===== config.mk =====
export PLATFORM = sky130hd
export DESIGN_NAME = mm_accumulate
export DESIGN_NICKNAME = d
export VERILOG_FILES = /design/src/rtl/mm_accumulate.sv
export SDC_FILE = /design/constraint.sdc
export NUM_CORES = 1
export LEC_CHECK = 0
export ABC_AREA = 1
export ABC_CLOCK_PERIOD_IN_PS = 2700
export CAP_MARGIN = 5
export CORE_AREA = 3 3 71 73
export CTS_CLUSTER_SIZE = 20
export DETAILED_ROUTE_END_ITERATION = 10
export DIE_AREA = 0 0 74 76
export GPL_TIMING_DRIVEN = 1
export SLEW_MARGIN = 20
export SYNTH_ARGS = -nofsm -noshare
export SYNTH_HDL_FRONTEND = slang
export SYNTH_SLANG_ARGS = --single-unit
export TNS_END_PERCENT = 10

===== constraint.sdc =====
create_clock -name clk -period 2.7 [get_ports clk]
set_input_delay 0.54 -clock clk [delete_from_list [all_inputs] [get_ports clk]]
set_output_delay 0.54 -clock clk [all_outputs]
set_load 0.02 [all_outputs]

===== src/rtl/mm_accumulate.sv =====
// Accumulate stage of the matrix dot product: sums TERMS consecutive unsigned products
// and presents each completed sum on a valid/ready output.
module mm_accumulate #(
    parameter int unsigned PRODWIDTH = 8,
    parameter int unsigned TERMS     = 4,
    localparam int unsigned SUMWIDTH = PRODWIDTH + $clog2(TERMS),
    localparam int unsigned CNTWIDTH = (TERMS > 1) ? $clog2(TERMS) : 1
) (
    input  logic                 clk,
    input  logic                 reset_n,
    input  logic                 in_valid,
    output logic                 in_ready,
    input  logic [PRODWIDTH-1:0] in_product,
    output logic                 out_valid,
    input  logic                 out_ready,
    output logic [SUMWIDTH-1:0]  out_sum,
    output logic                 busy
);

    typedef enum logic [0:0] {StAccum, StDone} state_e;

    localparam logic [CNTWIDTH-1:0] LastCnt = CNTWIDTH'(TERMS - 1);

    state_e              state_q, state_d;
    logic [CNTWIDTH-1:0] count_q, count_d;
    logic [SUMWIDTH-1:0] acc_q, acc_d;
    logic [SUMWIDTH-1:0] sum_q, sum_d;
    logic                xfer;
    logic                last;

    // in_ready is a pure function of state, so the transfer is decoded from state directly
    assign xfer = in_valid && (state_q == StAccum);
    assign last = (count_q == LastCnt);

    always_ff @(posedge clk or negedge reset_n) begin
        if (!reset_n) begin
            state_q <= StAccum;
            count_q <= '0;
            acc_q   <= '0;
            sum_q   <= '0;
        end else begin
            state_q <= state_d;
            count_q <= count_d;
            acc_q   <= acc_d;
            sum_q   <= sum_d;
        end
    end

    always_comb begin
        state_d = state_q;
        count_d = count_q;
        acc_d   = acc_q;
        sum_d   = sum_q;
        case (state_q)
            StAccum: begin
                if (xfer) begin
                    if (last) begin
                        sum_d   = acc_q + SUMWIDTH'(in_product);
                        acc_d   = '0;
                        count_d = '0;
                        state_d = StDone;
                    end else begin
                        acc_d   = acc_q + SUMWIDTH'(in_product);
                        count_d = count_q + CNTWIDTH'(1);
                    end
                end
            end
            StDone: begin
                if (out_ready) begin
                    state_d = StAccum;
                end
            end
        endcase
    end

    always_comb begin
        in_ready  = (state_q == StAccum);
        out_valid = (state_q == StDone);
        busy      = (state_q == StDone) || (count_q != '0);
        out_sum   = sum_q;
    end

endmodule


# ---- Yosys cells after proc, flatten, opt, wreduce, memory -nomap -nowiden
# Index checks and enable logic that the tools add are counted.
dict set report totals {
  regBits 23
  latch_bits 0
  mem_bits_rw 0
  romBits 0
  inputBits 12
  out_inout_bits 13
  wordCells 19
  n_memories 0
}
dict set report op_classes {
  add_sub_neg 2
  multipliers 0
  div_mod_pow 0
  order_cmp 0
  n_eq_ne 1
  shifts 0
  n_mux 6
  bitwise 1
  reduce_logical 5
}
# operator n
set ops {}
lappend ops {{adder 10 x 8 -> 10 bit} 1}
lappend ops {{2-to-1 mux 10 bit} 1}
lappend ops {{2-to-1 mux 1 bit} 3}
lappend ops {{AND reduction 3 bit} 1}
lappend ops {{adder 2 x 1 -> 2 bit, second input constant} 1}
lappend ops {{equality test 2 bit, second input constant} 1}
lappend ops {{2-to-1 mux 2 bit} 1}
lappend ops {{case mux 1 bit (2 select lines)} 1}
lappend ops {{AND reduction 2 bit} 1}
lappend ops {{nonzero test 2 bit} 1}
lappend ops {{logical AND 1 bit} 1}
lappend ops {{logical OR 1 bit} 1}
lappend ops {{NOT 1 bit} 1}

# ---- Logic depth before layout (Yosys ltp)
# Gate-level depths: netlist of run 1.
dict set report logic_depth {
  ltp_word 4
  ltp_mapped 10
  ltp_nobuf 10
}

# ---- Worst setup path before layout of run 1
# No wires, ideal clock.
dict set report synth_path {
  path_kind {input port to flip-flop}
  from {input port in_product[0]}
  to {register acc_q[8]}
  setup_time_ns 0.117
  arrival_ns 1.642
  t_required_ns 2.583
  setup_slack_ns 0.941
  path_stages 9
  n_path_buf 0
  cell_sequence {ha_1 inv_1 fa_1 o21ai_2 nand2_1 nand2_1 nand2_1 nand3_1 nand2_1}
}
dict set report synth_between {
  elab_chain_cells 2
}
# element line
set synth_lines {}
lappend synth_lines {{start, declared} 13} ;# input logic [PRODWIDTH-1:0] in_product,
lappend synth_lines {{adder 10 x 8 -> 10 bit} 63} ;# acc_d = acc_q + SUMWIDTH'(in_product);
lappend synth_lines {{2-to-1 mux 10 bit} 57} ;# if (last) begin
lappend synth_lines {{end signal, assigned} 39} ;# acc_q <= '0;
lappend synth_lines {{end signal, assigned} 44} ;# acc_q <= acc_d;
lappend synth_lines {{end, declared} 26} ;# logic [SUMWIDTH-1:0] acc_q, acc_d;
# Every way passes these cells.
# A chain may end at the register's enable or synchronous reset.

# ---- Worst setup path in the final report of run 1
dict set report layout_path {
  from {register count_q[0]}
  to {output port busy}
}
dict set report layout_between {
  elab_chain_cells 2
}
# element line
set layout_lines {}
lappend layout_lines {{start, declared} 25} ;# logic [CNTWIDTH-1:0] count_q, count_d;
lappend layout_lines {{start signal, assigned} 43} ;# count_q <= count_d;
lappend layout_lines {{nonzero test 2 bit} 79} ;# busy = (state_q == StDone) || (count_q != '0);
lappend layout_lines {{logical OR 1 bit} 79}
lappend layout_lines {{end, declared} 17} ;# output logic busy
# Every way passes these cells.

==> results of run 1 <==
metrics by stage:
stage	instance area [sq um]	hold slack, ns
3_3_place_gp	1640	0.468
4_1_cts	1680	0.496
5_1_grt	1680	0.515
2_1_floorplan	1340	0.244
3_5_place_dp	1640	0.474
6_report	1680	0.488
routing by layer:
metal / vias to the layer above / GRT usage, % / wire length (microns)
li1: 587 / - / -
met1: 505 / 15.1 / 1450
met2: 26 / 18.0 / 1250
met3: 5 / 2.77 / 120
met4: 0 / 5.43 / 55
met5: - / 0 / 0
worst paths after layout:
| path | slack [ns] | from | depth (start not counted) | end |
|---|---|---|---|---|
| worst min register to register | 0.49 | out_sum[6]$_DFFE_PN0P_ | 2 | out_sum[6]$_DFFE_PN0P_ |
| worst max-delay path | 0.60 | count_q[0]$_DFFE_PN0P_ | 4 | busy |
| max in group asynchronous | 1.86 | reset_n | 2 | count_q[0]$_DFFE_PN0P_ |
| worst min-delay path | 0.49 | out_sum[6]$_DFFE_PN0P_ | 2 | out_sum[6]$_DFFE_PN0P_ |
| min in group asynchronous | 0.60 | reset_n | 2 | acc_q[6]$_DFFE_PN0P_ |
| worst max register to register | 1.02 | acc_q[0]$_DFFE_PN0P_ | 9 | acc_q[8]$_DFFE_PN0P_ |
power by group:
part           switching [uW]  internal, uW  total (uW)  leakage (uW)
registers                87.8           503         590      0.000289
logic                     617           454        1070      0.000524
clock network             127           105         232     0.0000217
total                     832          1060        1890      0.000835
critical path: cells and delay by family, from the launching register on:
family / cells / cell delay (ns)
AND/OR/NAND/NOR: 1 / 0.06
flip-flops: 1 / 0.37
adder cells (fa/ha/maj): 1 / 0.19
buffers and inverters: 2 / 0.66
cell families (layout without fill, tap and decap cells):
family          Yosys count  count (layout)  synth area share (%)
fa+ha+maj                11              11                  10.8
compound gates           20              20                  9.05
buf+inv                  21              48                  6.72
simple gates             88              88                  28.5
xor+xnor                  3               3                  1.96
flops                    23              23                  42.9
cells in the final DEF, fill, tap and decap left out:
master / n
inv_1: 17
clkdlybuf4s50_1: 24
a21oi_1: 3
o22ai_1: 1
nand4_1: 1
ha_1: 10
o21ai_1: 3
o21a_1: 1
a21oi_2: 1
nor2_4: 2
clkbuf_8: 3
xnor2_1: 3
o21ai_0: 7
a21boi_0: 1
nor2_1: 6
clkinvlp_4: 1
nand3b_1: 3
buf_4: 1
fa_1: 1
nand2_2: 2
dfrtp_1: 23
nand3_1: 15
inv_2: 2
o21ai_2: 3
nand2_1: 59
final cells by class:
cell class | count | area, sq um | area share [%]
Timing Repair Buffer | 25 | 248 | 14.7
Inverter | 19 | 71.3 | 4.23
Clock inverter | 1 | 7.51 | 0.446
Clock buffer | 3 | 41.3 | 2.45
Tap cell | 52 | 65.1 | 3.86
Sequential cell | 23 | 576 | 34.2
Multi-Input combinational cell | 122 | 676 | 40.1
state kept, by name (all words and copies together), names as in the netlist:
name       flops
out_valid      1
acc_q         10
count_q        2
out_sum       10
==> results.yml, run 1 <==
synth:
  yosysUniqueCellTypes: 23
  synth_flop_cell: "dfrtp_1"
  ys_seq_area_share_pct: 42.9
  synth_fp_nets: 189
  synth_area_sq_um: 1340
  yosys.area.top_type: "dfrtp_1"
  yosysMostFrequentCell: "nand2_1"
  synthTopCellsByCount: "59 x nand2_1, 23 x dfrtp_1, 17 x inv_1"
  syn_area_per_cell_sq_um: 8.08
  ys_warn_count: 0
  syn_inst: 166
  synthArstFlopShare_pct: 100
  synthTopCellsByArea: "dfrtp_1 43%, nand2_1 17%, ha_1 9.3%, nand3_1 5.6%, inv_1 4.8%"
  synth_top_cell_area_share_pct: 42.9
  synth_edf_count: 0
  ys_ff_latch: 23
clocking:
  cts_buffer_depth: 2
  clock_latency_ns: 0.28
  cts-resized-gates: 0
  cts_root_buf: "clkbuf_8"
  cts_sinks: 23
  clk_pin_slew_ns: 0.09
  cts_tree: "yes"
  numCtsBuffers: 3
  post_cts_buffers: 0
  postCtsHoldBufs: 0
  htreeDepth: 1
placement:
  dpl_worst_slack_ns: 0.339
  numPlacedInstances: 241
  io_buffers: 24
  gp_congestion: 0.786
  hpwlAfterDp_mm: 2.18
detailed_routing:
  firstDrtPassIters: 4
  drtIter0Drc: 50
  wl_per_cell_microns: 11.7
  routed_wl_mm: 2.87
  drc: 0
  antenna_left: 0
  via_per_inst: 4.58
  via_count: 1123
worst_hold_path:
  hp-class: "flip-flop to flip-flop"
setup_path:
  startpoint_type: "flip-flop"
  critPathArrivalTime_ns: 1.56
  cp_cell_sequence: "inv_1 -> ha_1 -> nand2_1 -> clkdlybuf4s50_1"
  slowest_stage: "clkdlybuf4s50_1"
  cp-end-kind: "output pin"
  critPathMaxStageDelay_ns: 0.59
  crit_type: "flip-flop to output pin"
  worst_ep_required_time_ns: 2.16
  crit_path_max_fanout: 3
power:
  p_leak_uw: 0.000835
  fin_total_pwr_uw: 1890
  ir_drop_uv: 430
  powerDensity_nw_per_um2: 1120
sta:
  relSlewSlack_pct: 78.6
  fin_worst_skew_ns: 0.00378
  finalHoldViolCount: 0
  clock.fmax_ghz: 0.477
  setup_tns_ns: 0
  fin_crit_ns: 2.10
  layout_setup_ws_ns: 0.605
  worst_pin_slew_ns: 0.320
  fin_crit_sh_pct: 77.6
  rsz0062_at_grt: "no"
  final_max_slew_viol_count: 0
  setup_viol: 0
floorplanning:
  rows: 24
  dieArea_sq_um: 5620
  dieWidth_microns: 74
  io_pins: 25
  start_util_pct: 30.4
  core_area_sq_um: 4410
  fp.dieH_microns: 76
cells_and_area:
  fillCellCount: 462
  fin_nets: 217
  final_cells: 245
  fin_util_pct: 38.2
  drive_gt1_share_pct: 7.77
  n_antenna_cell: 0
  area.growth.synth_to_final_pct: 25.6
run:
  drv_cap: 0
run_status:
  status: "completed"
global_route:
  grt_pass1_wl_mm: 5.14
  grt_pass1_vias: 1143
  grt_overflow: 0
  grt_max_degree: 24
  grt_use_total_pct: 11.7
  antenna_found_initial: 0
No activity file was read; power rests on OpenSTA's default activity.
==> run 2, diff against run 1 <==
- ABC_CLOCK_PERIOD_IN_PS: 2700 -> 2100
- clock period: 2.7 -> 2.1 ns (I/O delays scaled with it)
==> run 2 against run 1 <==
  * Total power increased by 30%
  * Clock skew about the same
  * Register-to-register slack got worse by 0.57 ns
  * Setup slack got worse by 0.46 ns
  * Combinational power increased by 31%
  * Sequential cell count unchanged
  * Hold slack about the same
  * Critical path depth unchanged
  * Largest power group unchanged
==> results.yml, run 2 (synthesis gave the netlist of run 1 again) <==
detailed_routing:
  via_per_inst: 4.44
  wl_per_cell_microns: 11.6
  drc: 0
  via_count: 1109
  routed_wl_mm: 2.89
  antenna_left: 0
  firstDrtPassIters: 4
  drtIter0Drc: 69
clocking:
  post_cts_buffers: 0
  cts-resized-gates: 0
  cts_root_buf: "clkbuf_8"
  numCtsBuffers: 3
  clock_latency_ns: 0.27
  clk_pin_slew_ns: 0.09
  cts_sinks: 23
  htreeDepth: 1
  cts_buffer_depth: 2
  cts_tree: "yes"
  postCtsHoldBufs: 0
cells_and_area:
  most-common-layout-cells: "59 x nand2_1, 24 x clkdlybuf4s50_1, 23 x dfrtp_1"
  fin_nets: 222
  n_antenna_cell: 0
  final_cells: 250
  drive_gt1_share_pct: 10.1
  layout_commonest_cell: "nand2_1"
  area.growth.synth_to_final_pct: 28.4
sta:
  final_max_slew_viol_count: 0
  rsz0062_at_grt: "no"
  finalHoldViolCount: 0
  worst_pin_slew_ns: 0.315
  fin_crit_ns: 1.96
  relSlewSlack_pct: 79.0
  fin_crit_sh_pct: 93.1
  setup_viol: 0
  clock.fmax_ghz: 0.511
  fin_worst_skew_ns: 0.00329
  layout_setup_ws_ns: 0.144
setup_path:
  crit_path_max_fanout: 3
  startpoint_type: "flip-flop"
  crit_type: "flip-flop to output pin"
  r2r_slack_ns: 0.45
  worst_ep_required_time_ns: 1.68
  cp_cell_sequence: "inv_1 -> ha_1 -> nand2_1 -> clkdlybuf4s50_1"
  cp-end-kind: "output pin"
  slowest_stage: "clkdlybuf4s50_1"
  critPathMaxStageDelay_ns: 0.59
  timing.rr.start: "acc_q[0]$_DFFE_PN0P_"
  critPathArrivalTime_ns: 1.54
  reg2regPathDepth: 9
  reg2reg_to: "acc_q[8]$_DFFE_PN0P_"
placement:
  numPlacedInstances: 246
  gp_congestion: 0.801
  hpwlAfterDp_mm: 2.21
  io_buffers: 24
  dpl_worst_slack_ns: -0.111
worst_hold_path:
  min_from: "out_sum[9]$_DFFE_PN0P_"
  hp-class: "flip-flop to flip-flop"
  hold_depth: 2
  holdPathEnd: "out_sum[9]$_DFFE_PN0P_"
power:
  p_leak_uw: 0.000860
  ir_drop_uv: 697
  powerDensity_nw_per_um2: 1420
run_status:
  status: "completed"
global_route:
  grt_max_degree: 24
  antenna_found_initial: 0
  grt_overflow: 0
  grt_pass1_vias: 1139
  grt_pass1_wl_mm: 5.08
  grt_use_total_pct: 11.3
floorplanning:
  rows: 24
  dieWidth_microns: 74
  start_util_pct: 30.4
  io_pins: 25
  dieArea_sq_um: 5620
  fp.dieH_microns: 76
  core_area_sq_um: 4410
run:
  drv_cap: 0
## run 2: cell count changes in the layout (fill, tap and decap cells not counted)
cell	before	now
buf_4	1	6
## run 2: worst max-delay path by stage
stage	from	to	slack (ns)	cells after the start
floorplan	in_product[0]	acc_q[8]$_DFFE_PN0P_	0.46	9
global placement	in_product[0]	out_sum[8]$_DFFE_PN0P_	-0.10	10
detailed placement	in_product[0]	acc_q[8]$_DFFE_PN0P_	-0.11	10
CTS	count_q[0]$_DFFE_PN0P_	busy	0.11	4
global route	count_q[0]$_DFFE_PN0P_	busy	0.03	4
finish	count_q[0]$_DFFE_PN0P_	busy	0.14	4
## run 2: area by class of cell
| type | instances | area (sq um) |
|---|---|---|
| Multi-Input combinational cell | 122 | 676 |
| Fill cell | 442 | 2690 |
| Sequential cell | 23 | 576 |
| Timing Repair Buffer | 30 | 285 |
| Tap cell | 52 | 65.1 |
| Clock buffer | 3 | 41.3 |
| Inverter | 19 | 71.3 |
| Clock inverter | 1 | 7.51 |
## run 2: critical path: cells and delay by family (launching register included)
| kind | cells | cell delay (ns) |
|---|---|---|
| buffers and inverters | 2 | 0.66 |
| DFF | 1 | 0.36 |
| adders and majority gates | 1 | 0.19 |
| and+or+nand+nor | 1 | 0.06 |
## run 2: report_power, final
group | switching (uW) | internal [uW]
clock | 152 | 134
combinational | 792 | 608
sequential | 120 | 647
## run 2: metrics by stage
step | setup TNS (ns) | utilization (%) | hold slack (ns) | total power [uW] | cell area, sq um
6_report | 0 | 39.0 | 0.489 | 2450 | 1720
2_1_floorplan | 0 | - | 0.124 | 1730 | 1340
5_1_grt | 0 | 39.0 | 0.511 | 2700 | 1720
3_5_place_dp | -0.464 | 37.9 | 0.469 | 2190 | 1670
4_1_cts | 0 | 39.0 | 0.493 | 2500 | 1720
3_3_place_gp | -0.428 | 37.9 | 0.468 | 2180 | 1670
## run 2: per-layer routing
| metal | track usage [%] | routed length, microns |
|---|---|---|
| met1 | 14.5 | 1370 |
| met2 | 19.4 | 1380 |
| met3 | 3.17 | 130 |
| met4 | 1.09 | 13 |
| met5 | 0 | 0 |
==> run 3, diff against run 2 <==
- PLACE_DENSITY: not set -> 0.54
==> run 3 against run 2 <==
  * Non-clock buffer count increased by 1
  * First-iteration DRC count decreased by 14%
  * Register-to-register slack got worse by 0.04 ns
  * Clock skew increased by 0.0040 ns
  * Largest power group unchanged
==> results.yml, run 3 (synthesis gave the netlist of run 1 again) <==
floorplanning:
  rows: 24
  start_util_pct: 30.4
  io_pins: 25
  dieWidth_microns: 74
  dieArea_sq_um: 5620
  fp.dieH_microns: 76
  core_area_sq_um: 4410
power:
  ir_drop_uv: 548
  powerDensity_nw_per_um2: 1430
  p_leak_uw: 0.000869
global_route:
  grt_max_degree: 24
  antenna_found_initial: 0
  grt_overflow: 0
  grt_pass1_wl_mm: 5.20
  grt_pass1_vias: 1154
  grt_use_total_pct: 11.7
cells_and_area:
  layout_commonest_cell: "nand2_1"
  fin_util_pct: 39.1
  n_antenna_cell: 0
  drive_gt1_share_pct: 10.6
  fin_nets: 223
  most-common-layout-cells: "59 x nand2_1, 24 x clkdlybuf4s50_1, 23 x dfrtp_1"
  area.growth.synth_to_final_pct: 28.7
  fillCellCount: 459
  final_cells: 251
clocking:
  cts_tree: "yes"
  clock_latency_ns: 0.27
  numCtsBuffers: 3
  cts_buffer_depth: 2
  post_cts_buffers: 0
  clk_pin_slew_ns: 0.09
  cts_sinks: 23
  postCtsHoldBufs: 0
  htreeDepth: 1
  cts_root_buf: "clkbuf_8"
  cts-resized-gates: 0
sta:
  fin_worst_skew_ns: 0.00728
  fin_crit_sh_pct: 92.7
  setup_viol: 0
  rsz0062_at_grt: "no"
  fin_crit_ns: 1.95
  worst_pin_slew_ns: 0.299
  finalHoldViolCount: 0
  relSlewSlack_pct: 80.1
  final_max_slew_viol_count: 0
  clock.fmax_ghz: 0.514
setup_path:
  worst_ep_required_time_ns: 1.68
  cp-end-kind: "output pin"
  crit_type: "flip-flop to output pin"
  cp_cell_sequence: "inv_1 -> ha_1 -> nand2_1 -> clkdlybuf4s50_1"
  path_buf_inv: 2
  path_delay_family: "buffers and inverters"
  slowest_stage: "clkdlybuf4s50_1"
  startpoint_type: "flip-flop"
  crit_path_max_fanout: 3
  crit_start: "count_q[0]$_DFFE_PN0P_"
  critPathMaxStageDelay_ns: 0.59
  timing.rr.start: "acc_q[0]$_DFFE_PN0P_"
  critPathArrivalTime_ns: 1.53
detailed_routing:
  via_count: 1142
  antenna_left: 0
  routed_wl_mm: 2.91
  firstDrtPassIters: 4
  drtIter0Drc: 59
  drc: 0
  via_per_inst: 4.55
  wl_per_cell_microns: 11.6
placement:
  gp_congestion: 0.790
  hpwlAfterDp_mm: 2.29
  numPlacedInstances: 247
  io_buffers: 24
worst_hold_path:
  hp-class: "flip-flop to flip-flop"
  min_from: "out_sum[7]$_DFFE_PN0P_"
run_status:
  status: "completed"
run:
  drv_cap: 0
## run 3: changes by cell type in the layout (fill, tap and decap cells not counted)
cell | before | now
clkinvlp_4 | 1 | 0
buf_4 | 6 | 7
clkinv_2 | 0 | 1
## run 3: metrics by stage
step	hold WS (ns)	TNS, ns	total power, uW	instance area, sq um	worst slack [ns]
6_report	0.488	0	2460	1730	0.154
5_1_grt	0.510	0	2730	1730	0.0424
4_1_cts	0.496	0	2510	1730	0.123
3_5_place_dp	0.473	-0.637	2210	1680	-0.122
3_3_place_gp	0.467	-0.532	2200	1680	-0.104
2_1_floorplan	0.124	0	1730	1340	0.461
## run 3: worst paths after layout
check,end,slack (ns),cells after the start
setup / recovery,busy,0.15,4
hold / removal,out_sum[7]$_DFFE_PN0P_,0.49,2
setup reg to reg,acc_q[8]$_DFFE_PN0P_,0.41,9
hold reg to reg,out_sum[7]$_DFFE_PN0P_,0.49,2
max in group asynchronous,out_sum[9]$_DFFE_PN0P_,1.36,2
min in group asynchronous,acc_q[3]$_DFFE_PN0P_,0.51,2
## run 3: layout make-up
class	instances	area (sq um)	share of cell area (%)
Clock buffer	3	41.3	2.39
Clock inverter	1	5.00	0.290
Inverter	19	71.3	4.13
Multi-Input combinational cell	122	676	39.1
Sequential cell	23	576	33.3
Tap cell	52	65.1	3.77
Timing Repair Buffer	31	293	17.0
## run 3: layer usage
metal  vias up  wire length (microns)  track usage (%)
li1        596                      -                -
met1       527                   1400             15.4
met2        17                   1390             19.1
met3         2                     99             3.17
met4         0                     19             2.17
met5         -                      0                0
## run 3: where the power goes
part | total [uW] | switching, uW | internal, uW
Combinational | 1420 | 806 | 616
Clock | 279 | 147 | 132
Sequential | 761 | 115 | 646
Total | 2460 | 1070 | 1390
## run 3: worst min-delay path: stages (launching register included)
cell     delay (ns)
dfrtp_1        0.35
nand2_1        0.05
nand2_1        0.05
